==> src/rtl/spmv_mem_arb.sv <==
// rtl/spmv_mem_arb.sv - round-robin NoC memory port arbiter with per-requester credits and tag-routed responses
module spmv_mem_arb #(
    parameter int NUM_REQ   = 4,
    parameter int PADDR_W   = 40,
    parameter int DATA_W    = 512,
    parameter int LID_W     = 4,
    parameter int MAX_OUTST = 16
) (
    input  logic                       clk,
    input  logic                       rst_n,
    input  logic [NUM_REQ-1:0]         req_val,
    output logic [NUM_REQ-1:0]         req_rdy,
    input  logic [NUM_REQ*PADDR_W-1:0] req_addr,
    input  logic [NUM_REQ*LID_W-1:0]   req_lid,
    output logic                       mem_req_val,
    input  logic                       mem_req_rdy,
    output logic [PADDR_W-1:0]         mem_req_addr,
    output logic [5:0]                 mem_req_transid,
    input  logic                       mem_resp_val,
    input  logic [5:0]                 mem_resp_transid,
    input  logic [DATA_W-1:0]          mem_resp_data,
    output logic [NUM_REQ-1:0]         resp_val,
    output logic [LID_W-1:0]           resp_lid,
    output logic [DATA_W-1:0]          resp_data,
    output logic [NUM_REQ*5-1:0]       outst_cnt,
    output logic                       arb_idle,
    output logic                       err_unexp
);

    localparam int               CNT_W     = 5;
    localparam logic [CNT_W-1:0] CNT_MAX   = CNT_W'(MAX_OUTST);
    localparam logic [1:0]       LAST_IDX  = 2'(NUM_REQ - 1);
    localparam logic [2:0]       NUM_REQ_L = 3'(NUM_REQ);

    // outstanding-request counters
    logic [CNT_W-1:0]   cnt_q [NUM_REQ];
    logic [CNT_W-1:0]   cnt_d [NUM_REQ];

    // round-robin pointer: first requester examined next cycle
    logic [1:0]         rr_q, rr_d;

    // single registered output slot towards the NoC
    logic               slot_val_q, slot_val_d;
    logic [PADDR_W-1:0] slot_addr_q, slot_addr_d;
    logic [5:0]         slot_tid_q, slot_tid_d;

    // registered response path
    logic [NUM_REQ-1:0] resp_val_q, resp_val_d;
    logic [LID_W-1:0]   resp_lid_q, resp_lid_d;
    logic [DATA_W-1:0]  resp_data_q, resp_data_d;
    logic               err_q, err_d;

    // arbitration and response decode
    logic [NUM_REQ-1:0] elig;
    logic [NUM_REQ-1:0] grant;
    logic [1:0]         grant_idx;
    logic               grant_any;
    logic [PADDR_W-1:0] grant_addr;
    logic [LID_W-1:0]   grant_lid;
    logic               slot_free;
    logic               accept;
    logic [1:0]         resp_idx;
    logic               owner_busy;
    logic               resp_hit;
    logic               resp_unexp;

    assign slot_free = !slot_val_q || mem_req_rdy;

    // a requester competes only while it holds a valid request and has credit left
    always_comb begin
        for (int i = 0; i < NUM_REQ; i++) begin
            elig[i] = req_val[i] && (cnt_q[i] < CNT_MAX);
        end
    end

    // round-robin search starting at the pointer, ascending with wrap; first eligible wins
    always_comb begin
        int         c;
        logic [1:0] cidx;
        grant      = '0;
        grant_idx  = '0;
        grant_any  = 1'b0;
        grant_addr = '0;
        grant_lid  = '0;
        for (int k = 0; k < NUM_REQ; k++) begin
            c = int'(rr_q) + k;
            if (c >= NUM_REQ) begin
                c = c - NUM_REQ;
            end
            cidx = 2'(c);
            if (!grant_any && elig[cidx]) begin
                grant_any   = 1'b1;
                grant_idx   = cidx;
                grant[cidx] = 1'b1;
                grant_addr  = req_addr[cidx*PADDR_W +: PADDR_W];
                grant_lid   = req_lid[cidx*LID_W +: LID_W];
            end
        end
    end

    assign accept  = grant_any && slot_free;
    assign req_rdy = slot_free ? grant : '0;

    // pointer moves past the winner only when a request is actually taken
    always_comb begin
        rr_d = rr_q;
        if (accept) begin
            rr_d = (grant_idx == LAST_IDX) ? 2'd0 : grant_idx + 2'd1;
        end
    end

    // output slot: load the winner when free, hold while the NoC stalls, empty after handshake
    always_comb begin
        slot_val_d  = slot_val_q;
        slot_addr_d = slot_addr_q;
        slot_tid_d  = slot_tid_q;
        if (slot_free) begin
            slot_val_d = accept;
            if (accept) begin
                slot_addr_d = grant_addr;
                slot_tid_d  = 6'({grant_idx, grant_lid});
            end
        end
    end

    // response is routable only if its owner exists and actually has a request in flight
    always_comb begin
        resp_idx   = mem_resp_transid[5:4];
        owner_busy = 1'b0;
        for (int i = 0; i < NUM_REQ; i++) begin
            if (resp_idx == 2'(i) && cnt_q[i] != '0) begin
                owner_busy = 1'b1;
            end
        end
        resp_hit   = mem_resp_val && ({1'b0, resp_idx} < NUM_REQ_L) && owner_busy;
        resp_unexp = mem_resp_val && !resp_hit;
    end

    // credit counters: +1 on accept, -1 on routed response, both cancel out
    always_comb begin
        for (int i = 0; i < NUM_REQ; i++) begin
            logic inc;
            logic dec;
            inc      = accept && grant[i];
            dec      = resp_hit && (resp_idx == 2'(i));
            cnt_d[i] = cnt_q[i];
            if (inc && !dec && cnt_q[i] < CNT_MAX) begin
                cnt_d[i] = cnt_q[i] + 1'b1;
            end else if (dec && !inc) begin
                cnt_d[i] = cnt_q[i] - 1'b1;
            end
        end
    end

    // response strobe is a single-cycle pulse; lid/data keep the last routed value
    always_comb begin
        resp_lid_d  = resp_lid_q;
        resp_data_d = resp_data_q;
        for (int i = 0; i < NUM_REQ; i++) begin
            resp_val_d[i] = resp_hit && (resp_idx == 2'(i));
        end
        if (resp_hit) begin
            resp_lid_d  = mem_resp_transid[LID_W-1:0];
            resp_data_d = mem_resp_data;
        end
        err_d = err_q || resp_unexp;
    end

    // state registers
    always_ff @(posedge clk or negedge rst_n) begin
        if (!rst_n) begin
            rr_q        <= '0;
            slot_val_q  <= 1'b0;
            slot_addr_q <= '0;
            slot_tid_q  <= '0;
            resp_val_q  <= '0;
            resp_lid_q  <= '0;
            resp_data_q <= '0;
            err_q       <= 1'b0;
            for (int i = 0; i < NUM_REQ; i++) begin
                cnt_q[i] <= '0;
            end
        end else begin
            rr_q        <= rr_d;
            slot_val_q  <= slot_val_d;
            slot_addr_q <= slot_addr_d;
            slot_tid_q  <= slot_tid_d;
            resp_val_q  <= resp_val_d;
            resp_lid_q  <= resp_lid_d;
            resp_data_q <= resp_data_d;
            err_q       <= err_d;
            for (int i = 0; i < NUM_REQ; i++) begin
                cnt_q[i] <= cnt_d[i];
            end
        end
    end

    // status derived purely from registered state
    always_comb begin
        arb_idle = !slot_val_q;
        for (int i = 0; i < NUM_REQ; i++) begin
            outst_cnt[i*CNT_W +: CNT_W] = cnt_q[i];
            if (cnt_q[i] != '0) begin
                arb_idle = 1'b0;
            end
        end
    end

    assign mem_req_val     = slot_val_q;
    assign mem_req_addr    = slot_addr_q;
    assign mem_req_transid = slot_tid_q;
    assign resp_val        = resp_val_q;
    assign resp_lid        = resp_lid_q;
    assign resp_data       = resp_data_q;
    assign err_unexp       = err_q;

endmodule

==> config.mk <==
export PLATFORM = sky130hd
export DESIGN_NAME = spmv_mem_arb
export DESIGN_NICKNAME = d
export VERILOG_FILES = /design/src/rtl/spmv_mem_arb.sv
export SDC_FILE = /design/constraint.sdc
export NUM_CORES = 1
export LEC_CHECK = 0
export CAP_MARGIN = 30
export CORE_AREA = 5 5 495 497
export CTS_BUF_LIST = sky130_fd_sc_hd__clkbuf_8
export DETAILED_ROUTE_END_ITERATION = 12
export DIE_AREA = 0 0 500 502
export GPL_ROUTABILITY_DRIVEN = 0
export HOLD_SLACK_MARGIN = 0.06
export PLACE_DENSITY = 0.38
export SYNTH_ARGS = -nofsm -noshare
export SYNTH_HDL_FRONTEND = slang
export SYNTH_SLANG_ARGS = --single-unit
==> constraint.sdc <==
create_clock -name clk -period 9.6 [get_ports clk]
set_input_delay 1.92 -clock clk [delete_from_list [all_inputs] [get_ports clk]]
set_output_delay 1.92 -clock clk [all_outputs]
set_load 0.01 [all_outputs]
After elaboration in Yosys (flattened, before gate mapping)
Index checks and enable logic that the tools add are counted.

Register bits: 590. Word-level logic and storage cells: 184.

$add $sub $neg: 16. Multipliers: 4. Order comparisons: 16. Equal/unequal tests: 4. Shift-type cells: 8. Muxes and demuxes: 58. Bitwise logic cells: 3. Reductions and logical operators: 63.

Operators by type and width (count): variable part select 160 x 9 -> 40 bit (4); 2-to-1 mux 40 bit (4); variable part select 16 x 5 -> 4 bit (4); 2-to-1 mux 5 bit (8); logical AND 1 bit (38); 2-to-1 mux 4 bit (9); adder 5 x 1 -> 5 bit, second input constant (4); less-than comparator 5 bit, second input constant (4); multiplier 2 x 3 -> 5 bit, second input constant (4); 2-to-1 mux 1 bit (20); nonzero test 5 bit (4); subtractor 5 x 1 -> 5 bit, second input constant (4); 2-to-1 mux 2 bit (9); zero test 1 bit (13); less-than comparator 2 x 3 -> 1 bit, second input constant (4); bitwise OR 4 bit (3); greater-or-equal comparator 3 bit, second input constant (3); binary-select mux 1 bit (select 2 bit) (4); demux 1 bit (select 2 bit) (4); greater-or-equal comparator 2 x 1 -> 1 bit, second input constant (4); nonzero test 2 bit (4); subtractor 2 x 1 -> 2 bit, second input constant (4); adder 2 x 2 -> 3 bit, second input constant (2); == test 2 bit, second input constant (3); other kinds (7) (8).

Depth between registers and ports, before layout
Depth after elaboration: 20. Mapped depth: 16. Depth with buffers taken out: 14.

Least setup slack after synthesis
Ideal clock, no wire load.

Path kind: input-to-output. Start point: in req_val[2]. End point: out req_rdy[3]. Data arrival time: 3686 ps. Path slack: 3994 ps. Stages on the path: 7. Path through: nor2b_2 mux4_2 or4b_1 buf_4 nor2_8 a32oi_2 inv_1.

Longest elaborated chain between the ends: 14.

Ends and longest elaborated chain: from (decl) (RTL line 11) `input logic [NUM_REQ-1:0] req_val,`; logical AND 1 bit (*) (RTL line 72) `elig[i] = req_val[i] && (cnt_q[i] < CNT_MAX);`; binary-select mux 1 bit (select 2 bit) (RTL line 91) `if (!grant_any && elig[cidx]) begin`; 2-to-1 mux 1 bit (implied by the code) (RTL line 91); 2-to-1 mux 1 bit (RTL line 91); zero test 1 bit (RTL line 91); logical AND 1 bit (RTL line 91); 2-to-1 mux 1 bit (RTL line 91); zero test 1 bit (RTL line 91); logical AND 1 bit (RTL line 91); 2-to-1 mux 1 bit (RTL line 91); zero test 1 bit (RTL line 91); logical AND 1 bit (RTL line 91); 2-to-1 mux 4 bit (*) (RTL line 91); 2-to-1 mux 4 bit (*) (RTL line 102) `assign req_rdy = slot_free ? grant : '0;`; to (decl) (RTL line 12) `output logic [NUM_REQ-1:0] req_rdy,`.

Every way passes the cells marked *; elsewhere a longest branch is shown, timed or not. The select of a mux whose other input is x is not followed.

Worst setup path in the final report
Start point: in req_val[0]. End point: out req_rdy[3].

The elaborated chain is that of the path after synthesis.

==> impl_results.md <==
- VDD IR-drop max: 0.000176 V
- Vias per cell: 3.53
- Min Tclk post-route: between 7 and 8 ns
- Syn nets: between 2000 and 3000
- Pwr/cell area: between 200 and 300 nW/um2
- Critical path launch point type: input port
- Synthesis-to-layout area growth: 70.1%
- Worst Path Required: 7.68 ns
- Met2 routed WL: between 90000 and 100000 um
- FILL cells: 26000
- Final Max Slew Viols: 0
- Met3 routed WL: about 28000 um
- Ys Warns: 0
- Final Instance Count excl. Fillers: around 6500
- Register area: between 10000 and 15000 um2
- TNS Setup: 0 ns
- Overflow after GRT: 0
- Synthesized area: about 28000 um2
- Cell Count Post-Placement: 6235
- DIE HEIGHT: around 500 um
- Total number of vias: roughly 23000
- Initial antenna violation count: 149
- DR top layer: met5
- Critical Path Max Stage Delay: ~0.85 ns
- Remaining antenna violation count: 0
- Nets: around 4000
- DR WL/cell: between 20 and 30 um
- Starting Density: 0.117
- # rows: between 150 and 200
- Final Cycle Share: 0.773
- # H-tree levels: 4
- Post-synth EDFFs: 0
- Initial DRC Count: approximately 1100
- Leak: 18.0 nW
- Relative slew slack: 0.286
- Die area: approximately 250000 um2
- First-pass GRT wire length: 244000 um
- Status: finished clean
- Register area share after synthesis: 0.525
- Syn avg cell area: around 15 um2
- Root Buffer: clkbuf_8
- Skew-Pair Late Insertion Delay: 0.90 ns
- Final Power: between 10 and 15 mW
- Worst path slowest cell: mux4_2
- Worst hold slack: 0.459 ns
- RSZ-0062 raised after global routing: false
- Most frequent CP cell: clkdlybuf4s50_1
- Util after Layout: 0.199
- Final Hold Vio Count: 0
- Largest net degree at the start of global routing: between 100 and 150
- Post-CTS Resized: 0
- MaxCap Viol Count: 0
- Area of the multi-input gates: roughly 13000 um2
- Post-synth cell types: 48
- Die width: roughly 500 um
- Setup bufs post-CTS: 0
- Drt first pass iters: 5
- Synth top area cells: dfrtp_1 (52%), mux2_2 (21%), mux4_2 (14%)
- CP Capture Type: primary output
- Area post-placement: around 45000 um2
- Gate Count Post-Synth: approximately 1900
- Worst setup margin: 2.18 ns
- Clk_skew: about 0.046 ns
- Critical Path Fanout Max: 23
- Post-CTS Hold Buffers: 0
- WS Path Type: in -> out
- Crit-path cells: clkdlybuf4s50_1 > nor2b_1 > mux4_2 > nor4_2 > nor2_1 > a32oi_2 > inv_1 > clkdlybuf4s50_1
- Synth Register Bits: between 500 and 600
- Post-synth top flop: dfrtp_1
- Remaining DRCs: 0
- Share of the synthesized area in the top cell type: 0.525
- Final setup fails: 0
- DPL Wire Length: between 150000 and 200000 um
- Core ar.: 240000 um2
- Clk sink count: 590
- Cts bufs inserted: approximately 140
- F_max: 0.135 GHz
- CTS tree: yes
- M1 WL: approximately 66000 um
- Clock tree buffer depth: 3
- Final WL: 189000 um
- Layout cells sized above 1: 0.294
- CTS clk-pin slew, worst paths: about 0.050 ns
- Critical Path AT: 5.50 ns
- Final instance area: about 48000 um2
- Tot GR Track Use: 0.146
- Synth area leader: dfrtp_1
- Vias in the first global route: 24200
- Ys async rst share: 1.00
- Port Buffers: 1294
- DP Worst Slack: about 2.1 ns
- Worst-margin pin slew: between 1 and 1.5 ns
- Hold Crit Class: reg -> reg
- Io pins: 1295
[routing by layer]
metal  track usage  up-vias
li1              -     9737
met1         0.148    11500
met2         0.245     1197
met3         0.101      397
met4        0.0304       88
met5             0        -
[path summary, 6_finish.rpt]
path | cells after the start | slack, ns | endpoint | start
setup / recovery | 8 | 2.18 | req_rdy[3] | req_val[0]
hold / removal | 1 | 0.46 | err_unexp | err_unexp
setup reg to reg | 12 | 4.81 | outst_cnt[14] | rr_q[1]
hold reg to reg | 1 | 0.46 | err_unexp | err_unexp
max in group asynchronous | 3 | 6.64 | resp_data[303] | rst_n
min in group asynchronous | 1 | 0.98 | resp_data[66] | rst_n
[layout make-up]
type,count,area share
flip-flops and latches,590,0.309
repair buffers,1327,0.278
multi-input cells,1127,0.268
well taps,3185,0.0833
clock buffers,169,0.0486
clock inverters,72,0.0119
diodes,21,0.00110
inverters,6,0.000471
[sequential cells by signal, indices dropped and copies added (netlist names), named ones only]
register,count
outst_cnt,20
mem_req_addr,40
rr_q,1
mem_req_val,1
resp_lid,4
resp_data,512
resp_val,4
mem_req_transid,6
err_unexp,1
[cell usage in the layout, fill, tap and decap left out, types with 3 or more instances in the layout]
cell type        instances
or4_1                    5
a211oi_1                45
o21ai_0                 49
dfrtp_1                588
clkbuf_8               169
mux4_2                 180
bufinv_16                5
a21oi_1                 11
o21bai_1                 3
inv_1                   39
fa_1                     4
nor2b_1                 49
inv_8                    3
buf_4                   27
o211ai_1                 3
a21o_1                  10
inv_6                    3
clkinv_2                18
mux2_2                 521
nand2b_1                 7
clkdlybuf4s50_1       1293
inv_12                   5
mux2_4                   4
xnor2_1                  8
buf_12                   6
a221o_1                  6
nor3_1                   4
diode_2                 21
mux2_1                   5
xor2_1                   6
o311ai_0                 3
nand2_1                 58
a22oi_1                 44
ha_1                    19
nor2_1                  56
[worst max-delay path, delay by kind of cell]
kind	cells	cell delay (ns)
AND/OR/NAND/NOR	3	1.23
buffers and inverters	3	1.21
multiplexers	1	0.85
AO/OA/AOI/OAI	1	0.28
[cells in the mapped netlist (all sizes together), types with 2 or more instances]
cell	number
mux2i	4
nor3b	2
o211ai	3
a221oi	2
nand2	58
o21ai	49
clkbuf	104
a221o	6
nand4	2
nor2	57
a22oi	44
a21oi	11
xnor2	8
nor3	4
inv	6
a32o	3
xor2	6
dfrtp	590
nand2b	8
mux4	181
ha	20
o311ai	3
nor2b	51
fa	4
o21bai	3
a21o	10
a211oi	45
mux2	530
or4	5
buf	31
[power by group]
| part | leakage, nW | internal (mW) | total, mW | switching (mW) |
|---|---|---|---|---|
| combinational | 9.43 | 2.83 | 5.57 | 2.74 |
| clock | 1.63 | 1.75 | 3.22 | 1.47 |
| sequential | 6.95 | 3.01 | 3.37 | 0.360 |
| total | 18.0 | 7.59 | 12.2 | 4.57 |
[cells by family (layout without fill, tap and decap cells)]
| kind of cell | count (synthesis) | after routing | share of synthesized area |
|---|---|---|---|
| muxes | 715 | 715 | 0.360 |
| DFF | 590 | 590 | 0.525 |
| and+or+nand+nor | 190 | 190 | 0.0332 |
| AOI/OAI and AO/OA | 184 | 184 | 0.0460 |
| buffers and inverters | 141 | 1574 | 0.0202 |
| adders and majority gates | 24 | 24 | 0.0117 |
| xor gates and xnor gates | 14 | 14 | 0.00436 |
| other | 0 | 21 | 0 |
No activity file was read; power rests on OpenSTA's default activity.
